### config.mk
export PLATFORM = sky130hd
export DESIGN_NAME = mem_bus_arbiter
export DESIGN_NICKNAME = d
export VERILOG_FILES = /design/src/rtl/mem_bus_pkg.sv /design/src/rtl/mem_arb_pick.sv /design/src/rtl/mem_bus_arbiter.sv
export SDC_FILE = /design/constraint.sdc
export NUM_CORES = 1
export LEC_CHECK = 0
export BUFFER_PORTS_ARGS = -buffer_cell sky130_fd_sc_hd__buf_2
export CAP_MARGIN = 0
export CORE_MARGIN = 3
export CORE_UTILIZATION = 35
export DETAILED_ROUTE_END_ITERATION = 10
export HOLD_SLACK_MARGIN = 0.08
export MAX_ROUTING_LAYER = met4
export PLACE_DENSITY_LB_ADDON = 0.2
export SLEW_MARGIN = 20
export SYNTH_ARGS = -nofsm -noshare
export SYNTH_HDL_FRONTEND = slang
export SYNTH_SLANG_ARGS = --single-unit
export TNS_END_PERCENT = 20
### constraint.sdc
create_clock -name clk -period 1.3 [get_ports clk]
set_clock_uncertainty 0.05 [all_clocks]
set_input_delay 0 -clock clk [delete_from_list [all_inputs] [get_ports clk]]
set_output_delay 0 -clock clk [all_outputs]
set_load 0.05 [all_outputs]
### src/rtl/mem_bus_pkg.sv
// Shared types for the memory bus arbiter: width codes, FSM states, port ids
// and the latched request payload.
package mem_bus_pkg;

    localparam logic [1:0] W_BYTE = 2'd0;
    localparam logic [1:0] W_HALF = 2'd1;
    localparam logic [1:0] W_WORD = 2'd2;

    localparam logic P_CPU = 1'b0;
    localparam logic P_DMA = 1'b1;

    typedef enum logic [1:0] {
        IDLE = 2'd0,
        BUSY = 2'd1,
        ACK  = 2'd2
    } arb_state_t;

    // One requester's access as captured at grant time.
    typedef struct packed {
        logic [31:0] addr;
        logic [31:0] wdata;
        logic [1:0]  width;
        logic        we;
    } bus_req_t;

endpackage

### src/rtl/mem_arb_pick.sv
// Combinational winner selection between CPU and DMA.
//   c_req/d_req, c_lock/d_lock : requests and ownership-hold flags
//   prev_owner                 : last granted port (P_CPU/P_DMA)
//   mode                       : 0 fixed priority (DMA wins), 1 round-robin
//   grant_valid / grant_id     : someone requests / which port wins
module mem_arb_pick
    import mem_bus_pkg::*;
(
    input  logic c_req,
    input  logic d_req,
    input  logic c_lock,
    input  logic d_lock,
    input  logic prev_owner,
    input  logic mode,
    output logic grant_valid,
    output logic grant_id
);

    // A locked previous owner keeps the bus; ties resolved by mode.
    always_comb begin
        grant_valid = c_req | d_req;
        grant_id    = P_CPU;
        if ((prev_owner == P_DMA) && d_req && d_lock) begin
            grant_id = P_DMA;
        end else if ((prev_owner == P_CPU) && c_req && c_lock) begin
            grant_id = P_CPU;
        end else if (c_req && d_req) begin
            grant_id = mode ? ~prev_owner : P_DMA;
        end else if (d_req) begin
            grant_id = P_DMA;
        end else begin
            grant_id = P_CPU;
        end
    end

endmodule

### src/rtl/mem_bus_arbiter.sv
// Shares the system memory bus between the CPU (c_*) and DMA (d_*) ports.
// One request is latched at a time and held on the bus for the whole access,
// including RD_LAT cycles of synchronous read latency; completion is a
// one-cycle ack (with rdata/err) to the owning port.
//   c_*/d_*      : requester ports (req held until ack)
//   mem_*        : bus side; mem_data_oe mirrors mem_write
//   busy, owner  : state != IDLE, last granted port (0 CPU, 1 DMA)
module mem_bus_arbiter
    import mem_bus_pkg::*;
#(
    parameter int unsigned RD_LAT   = 1,
    parameter int unsigned ARB_MODE = 0,
    parameter int unsigned TIMEOUT  = 255
) (
    input  logic        clk,
    input  logic        rst_n,
    input  logic        c_req,
    input  logic        c_lock,
    input  logic [31:0] c_addr,
    input  logic [31:0] c_wdata,
    input  logic [1:0]  c_width,
    input  logic        c_we,
    output logic        c_ack,
    output logic        c_err,
    output logic [31:0] c_rdata,
    input  logic        d_req,
    input  logic        d_lock,
    input  logic [31:0] d_addr,
    input  logic [31:0] d_wdata,
    input  logic [1:0]  d_width,
    input  logic        d_we,
    output logic        d_ack,
    output logic        d_err,
    output logic [31:0] d_rdata,
    output logic [31:0] mem_addr,
    output logic [31:0] mem_wdata,
    output logic        mem_data_oe,
    output logic [1:0]  mem_width,
    output logic        mem_read,
    output logic        mem_write,
    input  logic [31:0] mem_rdata,
    input  logic        mem_ok,
    output logic        busy,
    output logic        owner
);

    localparam int unsigned CW = (RD_LAT < 2) ? 1 : $clog2(RD_LAT + 1);
    localparam int unsigned TW = (TIMEOUT < 2) ? 1 : $clog2(TIMEOUT + 1);
    localparam logic [CW-1:0] RD_TARGET = CW'(RD_LAT);
    localparam logic [TW-1:0] T_LAST    = TW'((TIMEOUT == 0) ? 0 : TIMEOUT - 1);
    localparam logic          ARB_RR    = (ARB_MODE != 0);

    arb_state_t  state_q, state_d;
    bus_req_t    req_q, req_d, c_in, d_in;
    logic [CW-1:0] cnt_q, cnt_d;
    logic [TW-1:0] tcnt_q, tcnt_d;
    logic        owner_q, owner_d;
    logic        c_ack_q, c_ack_d, d_ack_q, d_ack_d;
    logic        c_err_q, c_err_d, d_err_q, d_err_d;
    logic [31:0] c_rdata_q, c_rdata_d, d_rdata_q, d_rdata_d;
    logic        mem_read_q, mem_read_d, mem_write_q, mem_write_d;
    logic        busy_q, busy_d;
    logic        grant_valid, grant_id;
    logic        fin, fin_err;
    logic [31:0] fin_rdata;

    assign c_in = '{addr: c_addr, wdata: c_wdata, width: c_width, we: c_we};
    assign d_in = '{addr: d_addr, wdata: d_wdata, width: d_width, we: d_we};

    mem_arb_pick u_pick (
        .c_req      (c_req),
        .d_req      (d_req),
        .c_lock     (c_lock),
        .d_lock     (d_lock),
        .prev_owner (owner_q),
        .mode       (ARB_RR),
        .grant_valid(grant_valid),
        .grant_id   (grant_id)
    );

    // Next state plus next values of every registered output.
    always_comb begin
        state_d     = state_q;
        req_d       = req_q;
        cnt_d       = cnt_q;
        tcnt_d      = tcnt_q;
        owner_d     = owner_q;
        mem_read_d  = 1'b0;
        mem_write_d = 1'b0;
        fin         = 1'b0;
        fin_err     = 1'b0;
        fin_rdata   = '0;

        case (state_q)
            IDLE: begin
                if (grant_valid) begin
                    req_d       = (grant_id == P_DMA) ? d_in : c_in;
                    owner_d     = grant_id;
                    cnt_d       = '0;
                    tcnt_d      = '0;
                    state_d     = BUSY;
                    mem_read_d  = ~req_d.we;
                    mem_write_d = req_d.we;
                end
            end
            BUSY: begin
                mem_read_d  = ~req_q.we;
                mem_write_d = req_q.we;
                if (mem_ok) begin
                    tcnt_d = '0;
                    // Reads wait RD_LAT ready cycles for the RAM q to settle.
                    if (cnt_q == (req_q.we ? '0 : RD_TARGET)) begin
                        fin       = 1'b1;
                        fin_rdata = req_q.we ? 32'h0 : mem_rdata;
                    end else begin
                        cnt_d = cnt_q + CW'(1);
                    end
                end else begin
                    tcnt_d = tcnt_q + TW'(1);
                    if ((TIMEOUT != 0) && (tcnt_q == T_LAST)) begin
                        fin     = 1'b1;
                        fin_err = 1'b1;
                    end
                end
                if (fin) begin
                    state_d     = ACK;
                    mem_read_d  = 1'b0;
                    mem_write_d = 1'b0;
                end
            end
            ACK:     state_d = IDLE;
            default: state_d = IDLE;
        endcase

        c_ack_d   = fin && (owner_q == P_CPU);
        d_ack_d   = fin && (owner_q == P_DMA);
        c_err_d   = c_ack_d && fin_err;
        d_err_d   = d_ack_d && fin_err;
        c_rdata_d = c_ack_d ? fin_rdata : 32'h0;
        d_rdata_d = d_ack_d ? fin_rdata : 32'h0;
        busy_d    = (state_d != IDLE);
    end

    // State and output registers; reset drops any in-flight access.
    always_ff @(posedge clk or negedge rst_n) begin
        if (!rst_n) begin
            state_q     <= IDLE;
            req_q       <= '0;
            cnt_q       <= '0;
            tcnt_q      <= '0;
            owner_q     <= P_CPU;
            c_ack_q     <= 1'b0;
            d_ack_q     <= 1'b0;
            c_err_q     <= 1'b0;
            d_err_q     <= 1'b0;
            c_rdata_q   <= '0;
            d_rdata_q   <= '0;
            mem_read_q  <= 1'b0;
            mem_write_q <= 1'b0;
            busy_q      <= 1'b0;
        end else begin
            state_q     <= state_d;
            req_q       <= req_d;
            cnt_q       <= cnt_d;
            tcnt_q      <= tcnt_d;
            owner_q     <= owner_d;
            c_ack_q     <= c_ack_d;
            d_ack_q     <= d_ack_d;
            c_err_q     <= c_err_d;
            d_err_q     <= d_err_d;
            c_rdata_q   <= c_rdata_d;
            d_rdata_q   <= d_rdata_d;
            mem_read_q  <= mem_read_d;
            mem_write_q <= mem_write_d;
            busy_q      <= busy_d;
        end
    end

    assign c_ack       = c_ack_q;
    assign d_ack       = d_ack_q;
    assign c_err       = c_err_q;
    assign d_err       = d_err_q;
    assign c_rdata     = c_rdata_q;
    assign d_rdata     = d_rdata_q;
    assign mem_addr    = req_q.addr;
    assign mem_wdata   = req_q.wdata;
    assign mem_width   = req_q.width;
    assign mem_read    = mem_read_q;
    assign mem_write   = mem_write_q;
    assign mem_data_oe = mem_write_q;
    assign busy        = busy_q;
    assign owner       = owner_q;

endmodule

After elaboration in Yosys (flattened, before gate mapping):

Index checks and enable logic that the tools add are counted.

* word-level logic and storage cells: 79
* output and inout bits: 139
* register bits after elaboration: 150
* input port bits: 173

* muxes and demuxes: 35
* bitwise gates (word level): 4
* reduce and logical (&&, ||, !) cells: 15
* add/subtract/negate cells: 2
* equal/unequal tests: 6

Operators by type and width (number)
* 2-to-1 mux 32 bit: 6
* 2-to-1 mux 67 bit: 1
* 2-to-1 mux 1 bit: 19
* 2-to-1 mux 8 bit: 2
* case mux 8 bit (2 select lines): 1
* logical AND 1 bit: 9
* adder 8 x 1 -> 8 bit, second input constant: 1
* == test 8 bit, second input constant: 1
* != test 2 bit, second input constant: 3
* case mux 1 bit (2 select lines): 3
* 2-to-1 mux 2 bit: 2
* case mux 2 bit (2 select lines): 1
* AND reduction 2 bit: 2
* AND reduction 4 bit: 1
* nonzero test 2 bit: 2
* inverter 1 bit: 3
* == test 2 x 1 -> 1 bit, second input constant: 1
* logical NOT 2 bit: 1
* adder 1 bit, second input constant: 1
* == test 1 bit: 1
* OR 1 bit: 1

Logic depth before layout (Yosys ltp):

* word-level depth: 9
* gate-level depth with buffers: 7
* mapped depth without buffers: 6

Cells and area by module:

A second synthesis with hierarchy kept.

* cells, all modules: 583
* area total of the unflattened synthesis: 6542.5 um^2

By module, submodules not included
* mem_bus_arbiter: sequential area each 3753.6 um^2, instances 1, cells an instance 579, area an instance 6513.7 um^2
* mem_arb_pick: sequential area each 0.0 um^2, instances 1, cells an instance 4, area an instance 28.8 um^2

Worst setup path after synthesis:

OpenSTA, ideal clock, no wires.

* path type: register to register
* start point: register owner_q (netlist: owner)
* end point: register req_q[0] in the netlist's numbering
* library setup time: 0.125 ns
* required time: 1.125 ns
* period minus slack after synthesis: 1.740 ns
* slack: -0.440 ns
* arrival time: 1.565 ns
* cell stages (with the launch flop): 5
* path buffers: 0
* path through: dfrtp_1 > nand3b_4 > nand2_4 > mux2_4 > mux2_2

* cells in the longest elaborated chain, start to end: 6
* elaborated cells between the ends (all ways): 8
* classes of those cells: 3 x mux; 1 x bitwise; 4 x reduce/logical

RTL lines
* start: declaration: line mem_bus_arbiter.sv:57 `logic owner_q, owner_d;`
* start signal: assignment: line mem_bus_arbiter.sv:166 `owner_q <= owner_d;`
* inverter 1 bit: line mem_arb_pick.sv:25 `end else if ((prev_owner == P_CPU) && c_req && c_lock) begin`
* logical AND 1 bit (2 in a row): line mem_arb_pick.sv:25
* 2-to-1 mux 1 bit: line mem_arb_pick.sv:25
* 2-to-1 mux 1 bit *: line mem_arb_pick.sv:23 `if ((prev_owner == P_DMA) && d_req && d_lock) begin`
* 2-to-1 mux 67 bit *: line mem_bus_arbiter.sv:97 `req_d = (grant_id == P_DMA) ? d_in : c_in;`
* end signal: assignment: line mem_bus_arbiter.sv:163 `req_q <= req_d;`
* end: declaration: line mem_bus_arbiter.sv:54 `bus_req_t req_q, req_d, c_in, d_in;`

Every way passes the cells marked *; elsewhere a longest branch is shown, timed or not.
A chain may end at the register's enable or synchronous reset.

Worst setup path in the final report:

* start point: register owner_q (netlist: owner)
* end point: register req_q, in the netlist mem_addr[21]

The elaborated chain is that of the path after synthesis.

==> out/qor.yml <==
drive_gt1_share_pct: 41.9
grt_pass1_vias: 6201
diodes: 0
top_usage_layer: "met2"
relSlewSlack_pct: 46.0
totalWireLength_um: 21700
core_area_um2: 18200
port_buffers: 310
hold_viol_final: 0
p_seq_share_pct: 29.8
power_leakage_nw: 5.82
worst_setup_path_start_kind: "flip-flop"
num_io_pins: 312
crit_arrival_ps: 1770
setup_ws_ps: -237
tritoncts: "yes"
cts_buffers: 17
cap_violations: 0
met1_usage_pct: 23.5
crit_buf_inv: 2
power_density_nw_per_um2: 2000
final_common_cell: "buf_2"
row_count: 49
peakVddDrop_mv: 1.07
root_buffer: "clkbuf_16"
dp_hpwl_um: 13000
fmax_mhz: 651
timing.final.crit_share_pct: 118
wl_per_cell_um: 16.8
cp.required_ps: 1540
ys_ff_latch: 150
die_w_um: 143
failed_checks: "negative setup slack"
p_sw_mw: 9.86
tightestPinTransition_ps: 807
grt_max_degree: 65
r2r_slack_ps: -240
route.detailed.drc: 0
whs_ps: 66.4
syn_to_final_growth_pct: 68.0
power_frac_comb_pct: 46.3
clockBufferDepth: 2
clock_latency_ps: 420
worstSetupStartpoint: "owner"
synth_top_area_share_pct: 57.2
fin_nets: 1223
met3_usage_pct: 7.67
track_usage_pct: 20.7
yosysUniqueCellTypes: 42
crit_slowest_cell: "dfrtp_2"
r2r-end: "mem_addr[21]"
drt_first_pass_iters: 4
status: "complete, but fails checks"
fp.dieArea_um2: 20400
swShare_pct: 44.7
postSynthAreaPerCell_um2: 11.3
grt_util_met2_pct: 34.1
antenna_found_initial: 0
synthCells: 579
fin_crit_ps: 1540
crit_chain: "nand3b_4, nand2_8, clkbuf_16, buf_4, mux2i_2, o21ai_0"
rsz0062_at_grt: "yes"
routabilityCongestion: 0.812
ys_seq_area_share_pct: 57.2
hold_class: "in -> async"
reg2reg_from: "owner"
ff2ff_path_depth: 6
finalMaxSlewViolations: 0
grt_pass1_wl_um: 32000
yosysTopAreaCell: "dfrtp_1"
setup_viol: 163
intPower_mw: 12.2
end_kind: "flip-flop"
initial_core_util_pct: 36.0
overflow: 0
clock-sinks: 150
htree_levels: 4
max_stage_delay_ps: 400
finalSetupTns_ps: -19210
fp.dieH_um: 143
syn-num-nets: 754
drt_iter0_markers: 141
crit_fanout: 6
via_per_inst: 4.54
path_delay_family: "flip-flops"
final_cell_mix: "308 x buf_2, 172 x dlygate4sd3_1, 148 x dfrtp_1"
antenna_left: 0
clkPwrFrac_pct: 24.0
crit_type: "reg -> reg"
n_fill_cell: 1422
yosys_warnings: 0
vias: 5861
synthTopCellsByArea: "dfrtp_1 57%, mux2i_1 10%, buf_4 8.2%"
clk_pin_slew_ps: 70
syn-cell-area_um2: 6560
## state kept, by name (all words and copies together) (netlist names)
signal	cells
c_rdata	32
d_rdata	32
mem_addr	32
mem_wdata	32
tcnt_q	8
mem_width	2
state_q	2
busy	1
c_ack	1
c_err	1
cnt_q	1
d_ack	1
d_err	1
mem_data_oe	1
mem_read	1
owner	1
req_q	1
## power by group through the flow
stage | registers, mW | logic (mW) | clock network [mW]
2_1_floorplan | 7.06 | 7.37 | 0
3_3_place_gp | 6.57 | 9.06 | 0
3_5_place_dp | 6.61 | 9.09 | 0
4_1_cts | 6.53 | 9.88 | 5.43
5_1_grt | 6.72 | 10.8 | 5.62
6_report | 6.56 | 10.2 | 5.28
## routing by layer
layer	share of wire (%)	vias up	wire [um]
met1	40	2772	8620
met4	1.6	0	339
met5	0	-	0
met3	9.3	25	2020
li1	-	2804	-
met2	49	260	10700
## cell families after synthesis
group           after synthesis  share of synthesized area [%]
compound gates               89                           7.29
xor+xnor                      3                          0.401
mux                          68                           10.5
fa+ha+maj                     2                          0.381
simple gates                167                           13.6
flops                       150                           57.2
buf+inv                     100                           10.6
## per-stage QoR
stage	utilization, %	total power [mW]	setup slack (ps)	area [um2]	std cells
floorplan	-	14.4	-246	6570	579
global placement	44.9	15.6	-200	8170	1064
detailed placement	44.9	15.7	-230	8170	1064
CTS	59.2	21.8	-224	10800	1281
global route	60.5	23.2	-273	11000	1290
finish	60.5	22.0	-237	11000	1290
## synthesized netlist by cell type (all sizes together)
| cell type | number |
|---|---|
| a21oi | 2 |
| a22o | 1 |
| a31oi | 4 |
| and2 | 66 |
| and3 | 1 |
| buf | 79 |
| clkbuf | 17 |
| dfrtp | 150 |
| ha | 2 |
| inv | 4 |
| mux2 | 2 |
| mux2i | 66 |
| nand2 | 71 |
| nand2b | 2 |
| nand3 | 3 |
| nand3b | 3 |
| nand4 | 4 |
| nand4b | 1 |
| nor2 | 7 |
| nor2b | 1 |
| nor3 | 4 |
| nor4 | 1 |
| o21a | 1 |
| o21ai | 76 |
| o2bb2ai | 2 |
| o31ai | 1 |
| o32ai | 2 |
| or2 | 1 |
| or2b | 1 |
| or3b | 1 |
| xnor2 | 1 |
| xor2 | 2 |
## cell type report
type / instances / area (um2) / share of cell area [%]
Inverter: 4 / 15.0 / 0.136
Timing Repair Buffer: 546 / 4060 / 36.9
Tap cell: 229 / 287 / 2.60
Sequential cell: 150 / 3760 / 34.1
Clock inverter: 15 / 204 / 1.85
Clock buffer: 17 / 425 / 3.86
Multi-Input combinational cell: 329 / 2270 / 20.6
## tightest hold or removal path: cells and delay by family
kind	cells	cell delay, ps
buffers and inverters	3	900
## worst max path at each step
stage               cells after the start             to  slack [ps]
global placement                        6          c_ack        -200
floorplan                               4       req_q[0]        -250
detailed placement                      5  mem_wdata[15]        -230
CTS                                     6   mem_addr[28]        -220
global route                            6  mem_wdata[30]        -270
finish                                  6   mem_addr[21]        -240
## repair_timing
| action | 4_1_cts | 5_1_grt |
|---|---|---|
| setup buffers | 12 | 5 |
| pin swaps | 6 | 5 |
| endpoints found under the setup margin | 149 | 168 |
| gates cloned | 1 | 4 |
| resized for setup | 32 | 40 |
| hold buffers | 172 | 1 |
| hold endpoints to repair | 295 | 18 |
(Power assumes the default switching activity.)
